## src/rtl/fir_feeder.sv

```systemverilog
// Byte-to-sample feeder for a FIR core: assembles little-endian UART bytes into
// WIDTH-bit samples, buffers one sample, and hands each to the FIR with a start strobe.
module fir_feeder #(
    parameter int WIDTH   = 16,
    parameter int LENGTH  = 64,
    parameter int TIMEOUT = LENGTH + 8
) (
    input  logic             clk,
    input  logic             rst,
    input  logic [7:0]       byte_in,
    input  logic             byte_valid,
    output logic [WIDTH-1:0] fir_data,
    output logic             fir_valid,
    input  logic             fir_done,
    output logic             busy,
    output logic             overrun,
    output logic             timeout,
    output logic [15:0]      sample_cnt
);
    localparam int NBYTES = WIDTH / 8;
    localparam int IDX_W  = (NBYTES > 1) ? $clog2(NBYTES) : 1;
    localparam int WCNT_W = $clog2(((TIMEOUT > LENGTH) ? TIMEOUT : LENGTH) + 1);

    typedef enum logic [1:0] {S_IDLE, S_ISSUE, S_WAIT} state_t;

    state_t              r_state, w_next;
    logic [IDX_W-1:0]    r_byte_idx;
    logic [WIDTH-1:0]    r_asm;
    logic [WIDTH-1:0]    w_sample;
    logic [WIDTH-1:0]    r_pend_data;
    logic                r_pend_full;
    logic [WIDTH-1:0]    r_fir_data;
    logic [15:0]         r_sample_cnt;
    logic [WCNT_W-1:0]   r_wait_cnt;
    logic                r_overrun;
    logic                r_timeout;
    logic                w_complete;
    logic                w_drain;
    logic                w_wait_hit;

    // The sample as it would look with the current byte merged in; the last
    // byte is taken straight from byte_in so completion needs no extra cycle.
    always_comb begin
        w_sample = r_asm;
        for (int b = 0; b < NBYTES; b++) begin
            if (r_byte_idx == IDX_W'(b)) begin
                w_sample[b*8 +: 8] = byte_in;
            end
        end
    end

    assign w_complete = byte_valid && (r_byte_idx == IDX_W'(NBYTES - 1));
    assign w_drain    = (r_state == S_IDLE) && r_pend_full;
    assign w_wait_hit = (r_wait_cnt == WCNT_W'(TIMEOUT - 1));

    always_ff @(posedge clk or posedge rst) begin
        if (rst) begin
            r_state <= S_IDLE;
        end else begin
            r_state <= w_next;
        end
    end

    always_comb begin
        w_next = r_state;
        case (r_state)
            S_IDLE:  if (r_pend_full) w_next = S_ISSUE;
            S_ISSUE: w_next = S_WAIT;
            S_WAIT:  if (fir_done || w_wait_hit) w_next = S_IDLE;
            default: w_next = S_IDLE;
        endcase
    end

    always_comb begin
        fir_valid = (r_state == S_ISSUE);
        busy      = (r_state == S_ISSUE) || (r_state == S_WAIT);
    end

    always_ff @(posedge clk or posedge rst) begin
        if (rst) begin
            r_byte_idx   <= '0;
            r_asm        <= '0;
            r_pend_data  <= '0;
            r_pend_full  <= 1'b0;
            r_fir_data   <= '0;
            r_sample_cnt <= '0;
            r_wait_cnt   <= '0;
            r_overrun    <= 1'b0;
            r_timeout    <= 1'b0;
        end else begin
            if (byte_valid) begin
                r_asm      <= w_sample;
                r_byte_idx <= w_complete ? '0 : r_byte_idx + 1'b1;
            end

            // A drain in the same cycle frees the slot for the arriving sample.
            if (w_complete && (!r_pend_full || w_drain)) begin
                r_pend_data <= w_sample;
                r_pend_full <= 1'b1;
            end else if (w_drain) begin
                r_pend_full <= 1'b0;
            end
            if (w_complete && r_pend_full && !w_drain) begin
                r_overrun <= 1'b1;
            end

            if (w_drain) begin
                r_fir_data <= r_pend_data;
            end

            if (r_state == S_ISSUE) begin
                r_sample_cnt <= r_sample_cnt + 16'd1;
                r_wait_cnt   <= '0;
            end

            // fir_done wins over a timeout reached in the same cycle.
            if ((r_state == S_WAIT) && !fir_done) begin
                if (w_wait_hit) begin
                    r_timeout <= 1'b1;
                end else begin
                    r_wait_cnt <= r_wait_cnt + 1'b1;
                end
            end
        end
    end

    assign fir_data   = r_fir_data;
    assign overrun    = r_overrun;
    assign timeout    = r_timeout;
    assign sample_cnt = r_sample_cnt;

endmodule

```

## config.mk

```make
export PLATFORM = sky130hd
export DESIGN_NAME = fir_feeder
export DESIGN_NICKNAME = d
export VERILOG_FILES = /design/src/rtl/fir_feeder.sv
export SDC_FILE = /design/constraint.sdc
export NUM_CORES = 1
export LEC_CHECK = 0
export BUFFER_PORTS_ARGS = -buffer_cell sky130_fd_sc_hd__buf_2
export CAP_MARGIN = 0
export CORE_AREA = 2 2 92 77
export CTS_BUF_LIST = sky130_fd_sc_hd__clkbuf_16
export DETAILED_ROUTE_END_ITERATION = 10
export DIE_AREA = 0 0 94 79
export PLACE_DENSITY = 0.75
export SLEW_MARGIN = 20
export SYNTH_ARGS = -nofsm -noshare
export SYNTH_HDL_FRONTEND = slang
export SYNTH_SLANG_ARGS = --single-unit
```

## constraint.sdc

```tcl
create_clock -name clk -period 2.3 [get_ports clk]
set_input_delay 0.115 -clock clk [delete_from_list [all_inputs] [get_ports clk]]
set_output_delay 0.115 -clock clk [all_outputs]
set_load 0.05 [all_outputs]
```

# After elaboration in Yosys (flattened, before gate mapping)
# Index checks and enable logic that the tools add are counted.
[op_classes] add_sub_neg=3 eq_ne=5 mux=11 reduce_logical=16
[ops] operator="two-way mux 7 bit" count=3
[ops] operator="adder 16 x 1 -> 16 bit (second input constant)" count=1
[ops] operator="two-way mux 8 bit" count=2
[ops] operator="adder 7 x 1 -> 7 bit (second input constant)" count=1
[ops] operator="equality test 7 bit (second input constant)" count=1
[ops] operator="logical AND 1 bit" count=6
[ops] operator="case mux 2 bit (3 select lines)" count=1
[ops] operator="two-way mux 2 bit" count=2
[ops] operator="inequality test 2 bit (second input constant)" count=2
[ops] operator="AND reduction 2 bit" count=2
[ops] operator="zero test 1 bit" count=3
[ops] operator="logical OR 1 bit" count=3
[ops] operator="two-way mux 1 bit" count=3
[ops] operator="equality test 2 x 1 -> 1 bit (second input constant)" count=1
[ops] operator="equality test 2 bit (second input constant)" count=1
[ops] operator="zero test 2 bit" count=1
[ops] operator="nonzero test 2 bit" count=1
[ops] operator="adder 1 bit (second input constant)" count=1
[word_totals] register_bits=77 output_inout_bits=36

# Logic depth before layout (Yosys ltp)
[logic_depth] word_depth=5 mapped_depth=7 mapped_depth_nobuf=6

# Worst setup path before layout
# OpenSTA, ideal clock, no wires.
[synth_timing] path_type="register -> register" start="reg r_state[1]" end="reg r_sample_cnt[15] (netlist: sample_cnt[15])" setup_time_ns=0.082 t_arrival_ns=2.037 required_time_ns=2.218 path_slack_ns=0.181 path_stages_with_launch=8 synth_period_minus_slack_ns=2.119 cell_sequence="dfrtp_1 inv_1 ha_1 buf_4 and4_1 nand3_2 nor4_1 xor2_1"
[synth_via] elab_chain_cells=1
[synth_lines] element="start, declared" line="26" source="state_t r_state, w_next;"
[synth_lines] element="start signal, assigned" line="60" source="r_state <= w_next;"
[synth_lines] element="equality test 2 x 1 -> 1 bit"
[synth_lines] element="via fir_valid" line="13" source="output logic fir_valid,"
[synth_lines] element="end signal, assigned" line="112" source="r_sample_cnt <= r_sample_cnt + 16'd1;"
[synth_lines] element="end, declared" line="33" source="logic [15:0] r_sample_cnt;"
# The timed path passes the listed nets, and every way through them passes these cells.
# A chain may end at the register's enable or synchronous reset.

# Worst setup path in the final report
[layout_timing] start="reg r_state[0]" end="reg r_wait_cnt[5]"
[layout_via] elab_chain_cells=4 elab_cells_between_ends=6
[layout_lines] element="equality test 2 x 1 -> 1 bit" line="111" source="if (r_state == S_ISSUE) begin"
[layout_lines] element="two-way mux 7 bit" line="111"
[layout_lines] element="two-way mux 7 bit" line="118" source="if (w_wait_hit) begin"
[layout_lines] element="two-way mux 7 bit *" line="117" source="if ((r_state == S_WAIT) && !fir_done) begin"
[layout_lines] element="end signal, assigned" line="121" source="r_wait_cnt <= r_wait_cnt + 1'b1;"
[layout_lines] element="end, declared" line="34" source="logic [WCNT_W-1:0] r_wait_cnt;"
# Every way passes the cells marked *; elsewhere a longest branch is shown, timed or not.

==> key figures <==
Clock tree
  • Clock sinks: 69
  • Clock buffer depth: 2
  • CTS root buf: clkbuf_16
  • # H-tree levels: 3
  • Post-cts gate resize count: 0
  • Clk_lat worst skew: 0.33 ns
  • CTS buffer count: 9
  • Reg clk slew, reported paths: 0.06 ns
  • Post-CTS Setup Repair Bufs: 0
  • CTS tree: built

Timing
  • Max transition margin: 0.653
  • Final min period: 1.80 ns
  • Post-Route Setup TNS: 0 ns
  • Final Setup Violations: 0
  • Final slew viol count: 0
  • Least-Margin Pin Slew: 0.520 ns
  • Final hold viol count: 0
  • F_max: 555 MHz
  • Unrepaired setup endpoints after global routing: no
  • Final period util: 0.783
  • Setup Skew: 0.00797 ns

Logic synthesis
  • Yosys reg bits: 69
  • Mux cell area share after synthesis: 0.169
  • Synth Area in Simple Gates: 0.0957
  • Synthesized area: 2850 um^2
  • Largest family of logic cells by synthesized area: multiplexers
  • Synth top area share: 0.606
  • Compound-gate portion of the synthesized area: 0.0325
  • Synth Area in XOR/XNOR: 0.0522
  • Synth area leader: dfrtp_1
  • Top FF cell, synth: dfrtp_1
  • Area contributors post-synth: dfrtp_1 61%, mux2_2 16%, xnor2_1 3.1%
  • Post-synthesis sequential area ratio: 0.606
  • Mapped Avg Cell Area: 13.3 um^2
  • Netlist cell types: 33
  • Synth warn: 0
  • Number of enable flip-flop cells after synthesis: 0
  • Gate Count Post-Synth: 215
  • Synthesized-area fraction occupied by adder cells: 0.0219
  • Syn_nets: 232
  • Post-synth ARST share: 1.00

Power and ir drop
  • Static leakage: 1.69 nW
  • Pwr/cell area: 1610 nW/um^2
  • Highest ir drop seen on vdd: 0.785 mV

Worst setup path
  • Critical-path top delay cell: dfrtp_1
  • Setup crit end: r_wait_cnt[5]
  • CP top delay family: simple AND/OR/NAND/NOR gates
  • Critical path arrival: 2.06 ns
  • Critical path startpoint category: flop
  • Reg2Reg Depth: 6
  • CP required: 2.56 ns
  • Worst reg2reg setup slack: 0.50 ns
  • Reg-to-Reg End: r_wait_cnt[5]
  • Crit-path max cell delay: 0.40 ns
  • Crit path buffers/inverters: 1
  • Worst setup EP type: flop
  • Beginning of the critical path: r_state[0]
  • Worst r2r src: r_state[0]
  • Critical path type: flop to flop
  • Worst-path fanout max: 11
  • CP Cell Sequence: inv_1 -> ha_1 -> nor2b_1 -> o21ai_2 -> or3_1 -> nand3_1
  • Worst path depth: 6

Global routing
  • Total GRT Usage: 0.158
  • First-pass GRT wire length: 8.81 mm
  • Vias in the first global route: 1812
  • Largest net degree at the start of global routing: 47
  • Initial antenna violation count: 0
  • Total grt overflow: 0

Cells and area
  • Share of cells above drive strength 1: 0.412
  • Final nets: 291
  • Final instance area: 3620 um^2
  • Layout Utilization: 0.549
  • Footprint of the multi-input gates: 1060 um^2
  • Area Overhead vs Synth: 26.9%
  • Sequential Area: 1730 um^2
  • Diodes inserted: 0
  • Fill cell total of the finished layout: 570

Drt
  • Final wirelength: 5.19 mm
  • Detail Route Antenna Nets: 0
  • # DRC: 0
  • Avg WL per Cell: 14.2 um
  • First-pass iteration count of the detailed router: 4
  • Vias: 1827
  • Average vias per placed instance: 4.99
  • DR iter-0 viols: 59

Outcome
  • Status: finished clean

Floorplan
  • IO Count: 48
  • Starting Density: 0.433
  • Core area: 6590 um^2
  • Rows: 27
  • Die H: 79 um
  • Die width: 94 um
  • Total Die Area: 7430 um^2

Min path
  • Hold Path Class: input pin to flop

Job
  • Max_cap viols: 0

Place
  • Final HPWL DP: 3.47 mm
  • Placed Area: 3210 um^2
  • Final Wtd Congestion: 0.796
  • IO buf count: 47
[cells in the mapped netlist (2+ instances only)]
cell type and count:
nor2b_1 2, mux2i_1 2, clkbuf_1 2, inv_1 8, o21ai_0 5, nor3_1 2, mux2_2 41, nor2_1 8
a21oi_1 4, nand2b_1 2, xnor2_1 10, and3_1 2, nand4_1 6, xor2_1 7, nand3_1 9, nor4_1 2
nand2_1 13, ha_1 5, dfrtp_1 69, o21ai_2 2, buf_2 2
[logic make-up (layout without fill, tap and decap cells)]
family,count (synthesis),in the layout
fa+ha+maj,5,5
buf+inv,14,78
xor+xnor,17,17
mux,43,43
compound gates,15,15
simple gates,52,52
flops,69,69
[sequential cells by signal, summed over array words and instances (netlist names)]
register,flops
r_wait_cnt,7
overrun,1
r_state,2
r_pend_full,1
r_byte_idx,1
r_pend_data,16
fir_data,16
sample_cnt,16
timeout,1
r_asm,8
[area by class of cell]
type                    count  share of cell area
multi-input cells         132               0.293
inverters                   8             0.00830
flip-flops and latches     69               0.477
well taps                  87              0.0301
clock inverters             7              0.0450
clock buffers               9              0.0623
repair buffers             54              0.0844
[power breakdown]
| part | internal (mW) | switching [mW] |
|---|---|---|
| sequential | 1.69 | 0.276 |
| combinational | 0.751 | 1.32 |
| clock | 1.28 | 0.513 |
[metal layers]
layer / track usage / routed length [um] / up-vias / part of all wire
met5: 0 / 0 / - / 0
met1: 0.206 / 2310 / 899 / 0.44
met3: 0.0550 / 333 / 10 / 0.064
li1: - / - / 862 / -
met2: 0.237 / 2460 / 56 / 0.47
met4: 0.0739 / 89 / 0 / 0.017
[worst min path at each step]
stage | startpoint | end | slack [ns] | cells past startpoint
after floorplan | byte_valid | r_byte_idx | 0.21 | 1
after global placement | rst | fir_data[13] | 0.17 | 2
after detailed placement | rst | r_pend_data[13] | 0.18 | 2
after CTS | byte_in[3] | r_pend_data[11] | 0.03 | 2
after global routing | byte_in[3] | r_pend_data[11] | 0.03 | 2
final | byte_in[3] | r_pend_data[11] | 0.03 | 2
[placed cells by master (no fill, tap or decap), types with 2 or more instances in the layout]
master         instances
nand3_1                9
clkbuf_16              9
mux2i_1                2
nor4_1                 2
a21oi_1                4
nor2b_1                2
nand2b_1               2
mux2_2                41
xor2_1                 7
nor3_1                 2
buf_4                  4
o21ai_2                2
nor2_1                 8
bufinv_16              5
ha_1                   5
inv_1                  8
xnor2_1               10
and3_1                 2
dlygate4sd3_1          2
nand2_1               13
dfrtp_1               69
buf_2                 47
nand4_1                6
o21ai_0                5
[metrics by stage]
step	cells	hold WS [ns]	power [mW]	worst slack, ns
2_1_floorplan	215	0.206	3.61	0.181
3_3_place_gp	348	0.174	4.02	0.628
3_5_place_dp	348	0.179	4.08	0.545
4_1_cts	366	0.0250	5.89	0.514
5_1_grt	366	0.0316	6.14	0.365
6_report	366	0.0306	5.83	0.498
[what timing repair did]
| item | CTS | global route |
|---|---|---|
| endpoints found under the hold margin | 24 | 0 |
| hold buffers | 2 | 0 |
| setup endpoints to repair | 0 | 0 |
No activity file was read; power rests on OpenSTA's default activity.
